===== src/rtl/alu_serial_exec.sv =====
// Chunk-serial ALU/branch-compare execution unit: CHUNK bits per BUSY cycle,
// carry and equality carried across cycles, valid/ready on both sides.
`ifndef ALU_SEL_W
`define ALU_SEL_W 4
`define ALU_ADD   4'h1
`define ALU_SUB   4'h2
`define ALU_AND   4'h3
`define ALU_OR    4'h4
`define ALU_XOR   4'h5
`define ALU_BNE   4'h6
`define ALU_BLT   4'h7
`define ALU_BGE   4'h8
`define ALU_BLTU  4'h9
`define ALU_BGEU  4'ha
`endif

module alu_serial_exec #(
  parameter int XLEN  = 32,
  parameter int CHUNK = 8
) (
  input  logic                  clk,
  input  logic                  rst_n,
  input  logic                  flush_i,
  input  logic                  in_valid_i,
  output logic                  in_ready_o,
  input  logic [`ALU_SEL_W-1:0] alu_ctl_i,
  input  logic [XLEN-1:0]       op_a_i,
  input  logic [XLEN-1:0]       op_b_i,
  output logic                  out_valid_o,
  input  logic                  out_ready_i,
  output logic [XLEN-1:0]       result_o,
  output logic                  zero_o,
  output logic                  br_taken_o,
  output logic                  illegal_o
);

  localparam int NCHUNK = XLEN / CHUNK;
  localparam int CW     = (NCHUNK > 1) ? $clog2(NCHUNK) : 1;
  localparam logic [CW-1:0] LAST_CNT = CW'(NCHUNK - 1);

  typedef enum logic [1:0] {S_IDLE, S_BUSY, S_DONE} state_t;

  state_t                state_q;
  logic [CW-1:0]         cnt_q;
  logic                  carry_q, eq_q, in_ready_q, out_valid_q;
  logic                  zero_q, br_q, illegal_q;
  logic [`ALU_SEL_W-1:0] ctl_q;
  logic [XLEN-1:0]       a_q, b_q, res_q;

  // Codes that run through the subtractor (SUB and every branch compare).
  function automatic logic uses_sub(input logic [`ALU_SEL_W-1:0] c);
    case (c)
      `ALU_SUB, `ALU_BNE, `ALU_BLT, `ALU_BGE, `ALU_BLTU, `ALU_BGEU: return 1'b1;
      default: return 1'b0;
    endcase
  endfunction

  logic [CHUNK-1:0] a_c, b_c, bx_c, chunk_res;
  logic [CHUNK:0]   sum_c;
  logic [XLEN-1:0]  res_full;
  logic             eq_d, ovf, lt_s, lt_u, br_d, ill_d;
  int               idx;

  always_comb begin
    idx  = int'(cnt_q) * CHUNK;
    a_c  = a_q[idx +: CHUNK];
    b_c  = b_q[idx +: CHUNK];
    bx_c = uses_sub(ctl_q) ? ~b_c : b_c;
    sum_c = {1'b0, a_c} + {1'b0, bx_c} + {{CHUNK{1'b0}}, carry_q};
    eq_d  = eq_q & (a_c == b_c);
    // Signed overflow from the MSB chunk: operands agree in sign, sum does not.
    ovf  = (a_c[CHUNK-1] == bx_c[CHUNK-1]) & (sum_c[CHUNK-1] != a_c[CHUNK-1]);
    lt_s = sum_c[CHUNK-1] ^ ovf;
    lt_u = ~sum_c[CHUNK];
    chunk_res = '0;
    br_d      = 1'b0;
    ill_d     = 1'b0;
    case (ctl_q)
      `ALU_ADD:  chunk_res = sum_c[CHUNK-1:0];
      `ALU_AND:  chunk_res = a_c & b_c;
      `ALU_OR:   chunk_res = a_c | b_c;
      `ALU_XOR:  chunk_res = a_c ^ b_c;
      `ALU_SUB:  begin chunk_res = sum_c[CHUNK-1:0]; br_d = eq_d;  end
      `ALU_BNE:  begin chunk_res = sum_c[CHUNK-1:0]; br_d = ~eq_d; end
      `ALU_BLT:  begin chunk_res = sum_c[CHUNK-1:0]; br_d = lt_s;  end
      `ALU_BGE:  begin chunk_res = sum_c[CHUNK-1:0]; br_d = ~lt_s; end
      `ALU_BLTU: begin chunk_res = sum_c[CHUNK-1:0]; br_d = lt_u;  end
      `ALU_BGEU: begin chunk_res = sum_c[CHUNK-1:0]; br_d = ~lt_u; end
      default:   ill_d = 1'b1;
    endcase
    res_full = res_q;
    res_full[idx +: CHUNK] = chunk_res;
  end

  always_ff @(posedge clk or negedge rst_n) begin
    if (!rst_n) begin
      state_q     <= S_IDLE;
      cnt_q       <= '0;
      carry_q     <= 1'b0;
      eq_q        <= 1'b0;
      ctl_q       <= '0;
      a_q         <= '0;
      b_q         <= '0;
      res_q       <= '0;
      in_ready_q  <= 1'b1;
      out_valid_q <= 1'b0;
      zero_q      <= 1'b0;
      br_q        <= 1'b0;
      illegal_q   <= 1'b0;
    end else if (flush_i) begin
      state_q     <= S_IDLE;
      in_ready_q  <= 1'b1;
      out_valid_q <= 1'b0;
    end else begin
      case (state_q)
        S_IDLE: if (in_valid_i) begin
          state_q    <= S_BUSY;
          in_ready_q <= 1'b0;
          ctl_q      <= alu_ctl_i;
          a_q        <= op_a_i;
          b_q        <= op_b_i;
          cnt_q      <= '0;
          eq_q       <= 1'b1;
          carry_q    <= uses_sub(alu_ctl_i);
        end
        S_BUSY: begin
          res_q   <= res_full;
          carry_q <= sum_c[CHUNK];
          eq_q    <= eq_d;
          cnt_q   <= cnt_q + 1'b1;
          if (cnt_q == LAST_CNT) begin
            state_q     <= S_DONE;
            out_valid_q <= 1'b1;
            zero_q      <= (res_full == '0);
            br_q        <= br_d;
            illegal_q   <= ill_d;
          end
        end
        S_DONE: if (out_ready_i) begin
          state_q     <= S_IDLE;
          out_valid_q <= 1'b0;
          in_ready_q  <= 1'b1;
        end
        default: state_q <= S_IDLE;
      endcase
    end
  end

  assign in_ready_o  = in_ready_q;
  assign out_valid_o = out_valid_q;
  assign result_o    = res_q;
  assign zero_o      = zero_q;
  assign br_taken_o  = br_q;
  assign illegal_o   = illegal_q;

endmodule


===== config.mk =====
export PLATFORM = sky130hd
export DESIGN_NAME = alu_serial_exec
export DESIGN_NICKNAME = d
export VERILOG_FILES = /design/src/rtl/alu_serial_exec.sv
export SDC_FILE = /design/constraint.sdc
export NUM_CORES = 1
export LEC_CHECK = 0
export CORE_AREA = 2 2 112 114
export DETAILED_ROUTE_END_ITERATION = 10
export DIE_AREA = 0 0 114 116
export GPL_TIMING_DRIVEN = 0
export PLACE_DENSITY = 0.79
export SLEW_MARGIN = 10
export SYNTH_ARGS = -nofsm -noshare
export SYNTH_HDL_FRONTEND = slang
export SYNTH_SLANG_ARGS = --single-unit

===== constraint.sdc =====
create_clock -name clk -period 4.1 [get_ports clk]
set_input_delay 0.82 -clock clk [delete_from_list [all_inputs] [get_ports clk]]
set_output_delay 0.82 -clock clk [all_outputs]
set_load 0.005 [all_outputs]

Yosys cells after proc, flatten, opt, wreduce, memory -nomap -nowiden
Cells that the tools add are included.
- register bits: 111
- input bits: 73
- output and inout port bits: 37
- word-level logic and storage cells: 100
- add/sub/neg operators: 4
- eq/ne operators: 26
- shift-type cells: 4
- mux-type cells: 26
- bitwise logic cells: 11
- reductions and logical operators: 16
- operators with widths (cell ; count):
    32-bit by 6-bit indexed part select with 8-bit output ; 2
    5-bit negation with 33-bit output ; 1
    8-bit by 33-bit variable shift with 32-bit output, first input constant ; 1
    8-bit by 33-bit indexed part select with 32-bit output ; 1
    32-bit bitwise mux ; 1
    32-bit zero test ; 1
    8-bit case mux with 4 select lines ; 1
    4-bit by 3-bit equality test with 1-bit output, second input constant ; 6
    4-bit equality test, second input constant ; 6
    3-bit AND reduction ; 6
    4-bit by 2-bit equality test with 1-bit output, second input constant ; 3
    6-bit OR reduction ; 2
    1-bit two-way mux ; 11
    2-bit two-way mux ; 5
    10-bit OR reduction ; 1
    8-bit by 8-bit adder with 9-bit output ; 1
    9-bit by 1-bit adder with 9-bit output ; 1
    3-bit != test, second input constant ; 3
    8-bit bitwise AND ; 1
    8-bit equality test ; 1
    8-bit two-way mux ; 1
    8-bit NOT ; 1
    8-bit bitwise OR ; 1
    1-bit case mux with 2 select lines ; 4
    other kinds (19) ; 25

Longest topological paths before layout
- depth after elaboration: 11
- depth in mapped cells: 14
- mapped depth without buffers: 14

Least setup slack after synthesis
Ideal clock, no wire load.
- path kind: reg2reg
- from: register cnt_q[0]
- to: register zero_q (netlist: zero_o)
- library setup time: 0.104 ns
- arrival: 3.495 ns
- data required time: 3.996 ns
- path slack: 0.502 ns
- cell stages (with the launch flop): 14
- path buffers: 2
- period minus slack after synthesis: 3.598 ns
- cells stage by stage: dfrtp_1 buf_4 buf_2 mux4_2 xnor2_1 fa_1 fa_1 nand2b_1 a21oi_1 xor2_1 o21bai_1 a21oi_1 nor2_1 o41ai_2
- longest elaborated chain between the ends: 9
- elaborated cells between the ends (all ways): 17
- those cells by class: add/sub: 3; eq/ne: 1; shift: 4; mux: 3; bitwise: 4; reduce/logical: 2
- RTL lines (element ; RTL line ; RTL):
    start, declared ; 44 ; logic [CW-1:0] cnt_q;
    start signal, assigned ; 130 ; cnt_q <= cnt_q + 1'b1;
    32-bit by 6-bit indexed part select with 8-bit output ; 67 ; b_c = b_q[idx +: CHUNK];
    8-bit NOT ; 68 ; bx_c = uses_sub(ctl_q) ? ~b_c : b_c;
    8-bit two-way mux ; 68 ;
    8-bit by 8-bit adder with 9-bit output ; 69 ; sum_c = {1'b0, a_c} + {1'b0, bx_c} + {{CHUNK{1'b0}}, carry_q};
    9-bit by 1-bit adder with 9-bit output ; 69 ;
    8-bit case mux with 4 select lines ; 78 ; case (ctl_q)
    8-bit by 33-bit indexed part select with 32-bit output ; 92 ; res_full[idx +: CHUNK] = chunk_res;
    32-bit bitwise mux ; 92 ;
    32-bit zero test ; 134 ; zero_q <= (res_full == '0);
    end signal, assigned ; 134 ;
    end, declared ; 46 ; logic zero_q, br_q, illegal_q;
Parallel ways exist; a longest one is shown, timed or not.
A chain may end at the register's enable or synchronous reset.

Worst setup path after layout
- from: register cnt_q[1]
- to: register br_q (netlist: br_taken_o)
- longest elaborated chain between the ends: 10
- elaborated cells between the ends (all ways): 18
- those cells by class: add/sub: 2; eq/ne: 4; shift: 2; mux: 2; bitwise: 7; reduce/logical: 1
- RTL lines (element ; RTL line ; RTL):
    32-bit by 6-bit indexed part select with 8-bit output ; 67 ;
    8-bit NOT ; 68 ;
    8-bit two-way mux ; 68 ;
    8-bit by 8-bit adder with 9-bit output ; 69 ;
    9-bit by 1-bit adder with 9-bit output ; 69 ;
    1-bit != test ; 72 ; ovf = (a_c[CHUNK-1] == bx_c[CHUNK-1]) & (sum_c[CHUNK-1] != a_c[CHUNK-1]);
    1-bit bitwise AND ; 72 ;
    1-bit bitwise XOR ; 73 ; lt_s = sum_c[CHUNK-1] ^ ovf;
    1-bit NOT ; 86 ; `ALU_BGE: begin chunk_res = sum_c[CHUNK-1:0]; br_d = ~lt_s; end
    1-bit case mux with 6 select lines ; 78 ;
    end signal, assigned ; 135 ; br_q <= br_d;
    end, declared ; 46 ;
Parallel ways exist; a longest one is shown, timed or not.

==> results.py <==
metrics = {
    "cells_and_area": {
        "multi_input_area_um2": 2950,
        "finalNonFillerCells": 783,
        "drive_above_1_share_pct": 18.4,
        "antennaDiodeCount": 0,
        "fin_util_pct": 63.1,
        "syn_to_final_growth_pct": 27.3,
        "fillers": 954,
        "final_cell_mix": "109 x dfrtp_1, 108 x clkdlybuf4s50_1, 67 x mux2_2, 52 x nand2_1, 39 x o21ai_0",
        "ff_latch_area_um2": 2780,
        "final_common_cell": "dfrtp_1",
        "final_nets": 735,
        "design_area_um2": 7510,
    },
    "grt": {
        "grt_pass1_wl_um": 24200,
        "grt.total_usage_pct": 23.6,
        "grt_pass1_vias": 4775,
        "grt_overflow": 0,
        "antenna_found_initial": 0,
        "grt_max_degree": 75,
    },
    "synthesis": {
        "synthesis.area_um2": 5900,
        "syn_avg_cell_area_um2": 11.5,
        "synth_top_family_by_area": "multiplexers",
        "yosysTopAreaCell": "dfrtp_1",
        "synth_edf_count": 0,
        "synthMuxAreaShare_pct": 18.9,
        "syn_inst": 511,
        "synth_fa_ha_area_share_pct": 6.83,
        "ys.warnings.count": 0,
        "synth-seq-cells": 111,
        "syn-num-nets": 615,
        "synth.top_cell.area_share_pct": 46.7,
        "synth_simple_gate_area_share_pct": 10.4,
        "synth-xor-area-share_pct": 1.34,
        "synth_compound_area_share_pct": 12.4,
        "synthArstFlopShare_pct": 100,
        "synth.distinct_cells": 63,
        "seq_area_frac_synth_pct": 47.1,
        "ys.flop_type": "dfrtp_1",
        "synth_area_leaders": "dfrtp_1 47%, mux2_2 13%, ha_1 6.2%",
    },
    "worst_setup_path": {
        "worstPathRequired_ns": 4.35,
        "path_class": "register to register",
        "reg2regPathDepth": 13,
        "start_kind": "register",
        "reg2reg_from": "cnt_q[1]",
        "cp_max_fo": 10,
        "crit_path_end_kind": "register",
        "r2r-end": "br_taken_o",
        "arrival_ns": 4.13,
        "r2r_setup_slack_ns": 0.22,
    },
    "placement": {
        "place.gp.congestion": 0.910,
        "placed_area_um2": 7200,
        "dp.cells": 768,
        "dp_hpwl_um": 11200,
        "io_buffers": 109,
    },
    "clock_tree": {
        "cts_setup_buffers": 0,
        "hold_buffers": 0,
        "htree_levels": 3,
        "cts_buffer_depth": 2,
        "cts_buffers": 9,
        "path_clk_slew_ns": 0.07,
        "cts.sinks": 111,
        "cts_tree": "done",
        "clockRootBuffer": "clkbuf_16",
        "clk_latency_ns": 0.36,
    },
    "sta": {
        "rsz0062_at_grt": "false",
        "slew_viol_final": 0,
        "max_freq_ghz": 0.258,
        "post-route-period-util_pct": 94.7,
        "period_minus_slack_ns": 3.88,
        "finalHoldViolations": 0,
        "finClkSkew_ns": 0.0107,
        "worst_slew_pin_slew_ns": 1.16,
        "report.final.setup_viol": 0,
        "slew_headroom_pct": 21.8,
    },
    "job": {
        "maxCapViolCount": 0,
    },
    "route": {
        "first_pass_iters": 5,
        "ant_nets": 0,
        "drt_wl_total_um": 14700,
        "drc": 0,
        "vias_per_cell": 5.88,
        "wl_per_cell_um": 18.7,
        "routed-via-count": 4606,
        "drt_iter0_markers": 271,
    },
    "power": {
        "power.total_w": 0.00526,
        "power_leakage_nw": 3.12,
        "p_per_area_nw_per_um2": 700,
        "ir_worst_vdd_mv": 0.310,
    },
    "floorplanning": {
        "die-area_um2": 13200,
        "initial_core_util_pct": 49.5,
        "die_h_um": 116,
        "design.core.area_um2": 11900,
        "rows": 40,
        "chipWidth_um": 114,
        "io_pins": 110,
    },
    "hold_path": {
        "hp-class": "input pin to asynchronous set/reset pin",
    },
    "run_status": {
        "status": "finished, final reports clean",
    },
}
worst max-delay path by stage:
stage                     startpoint          to  slack [ns]
after global routing        cnt_q[1]  br_taken_o        0.01
final                       cnt_q[1]  br_taken_o        0.22
after global placement         rst_n     b_q[26]       -1.77
after detailed placement    cnt_q[0]      zero_o       -0.17
after floorplan             cnt_q[0]      zero_o        0.50
after CTS                   cnt_q[0]  br_taken_o         0.1
registers in the layout, indices dropped and copies added, names as in the netlist:
signal / count
state_q: 2
ctl_q: 4
carry_q: 1
out_valid_o: 1
b_q: 32
result_o: 32
zero_o: 1
cnt_q: 2
eq_q: 1
illegal_o: 1
in_ready_o: 1
br_taken_o: 1
a_q: 32
where the power goes:
part | switching (W) | leakage (nW) | total, W | internal, W
Clock | 0.000421 | 0.149 | 0.000879 | 0.000458
Sequential | 0.000167 | 1.38 | 0.00152 | 0.00135
Combinational | 0.00159 | 1.59 | 0.00286 | 0.00127
synthesized netlist by cell type, drive strengths merged (2+ instances only):
cell and n:
a211o 2, a211oi 3, a21o 2, a21oi 19, a22oi 9, a31oi 3, a32o 4, buf 7
clkbuf 12, dfrtp 110, fa 2, ha 29, inv 23, mux2 67, mux4 16, nand2 52
nand2b 10, nor2 26, nor2b 4, nor3 9, nor4 8, nor4b 2, o21a 2, o21ai 39
o21bai 3, o22a 4, o22ai 6, or3 3, or4 2, xnor2 8
what timing repair did:
action | CTS | global route
endpoints found under the setup margin | 11 | 7
gates resized for setup | 3 | 2
pin swaps | 0 | 0
gates cloned | 0 | 0
final cells by class:
type                            instances  area share, %
Tap cell                              147           2.45
Clock inverter                          5          0.616
Clock buffer                           11           3.36
Timing Repair Buffer                  110           14.9
Sequential cell                       111           37.0
Multi-Input combinational cell        358           39.2
Inverter                               23           1.15
Buffer                                 18           1.25
metal layers:
layer  wire [µm]  GRT usage (%)  vias up
li1            -              -     2110
met1        6350           30.5     2319
met5           0              0        -
met2        7280           39.7      150
met3         648           4.08       27
met4         374           10.2        0
cell families (layout without fill, tap and decap cells):
logic type	Yosys count	in the layout
compound gates	110	110
xor+xnor	9	9
fa+ha+maj	31	31
buf+inv	42	167
flops	111	111
mux	83	83
simple gates	125	125
critical path, stage by stage, from the launching register on:
cell and delay, ns:
dfrtp_1 0.41, buf_2 0.30, buf_2 0.35, mux4_2 0.39, xnor2_1 0.16, fa_1 0.44, fa_1 0.41, nand2b_1 0.21
a21oi_1 0.19, o31a_1 0.21, o21ai_0 0.17, a21boi_0 0.22, nor4b_1 0.07, a211o_1 0.22
through the flow:
step / hold slack, ns / worst slack (ns) / setup TNS, ns
2_1_floorplan: 0.473 / 0.502 / 0
3_3_place_gp: 0.484 / -1.77 / -194.67
3_5_place_dp: 0.478 / -0.172 / -0.825
4_1_cts: 0.370 / 0.0968 / 0
5_1_grt: 0.385 / 0.0138 / 0
6_report: 0.360 / 0.217 / 0
No activity file was read; power rests on OpenSTA's default activity.
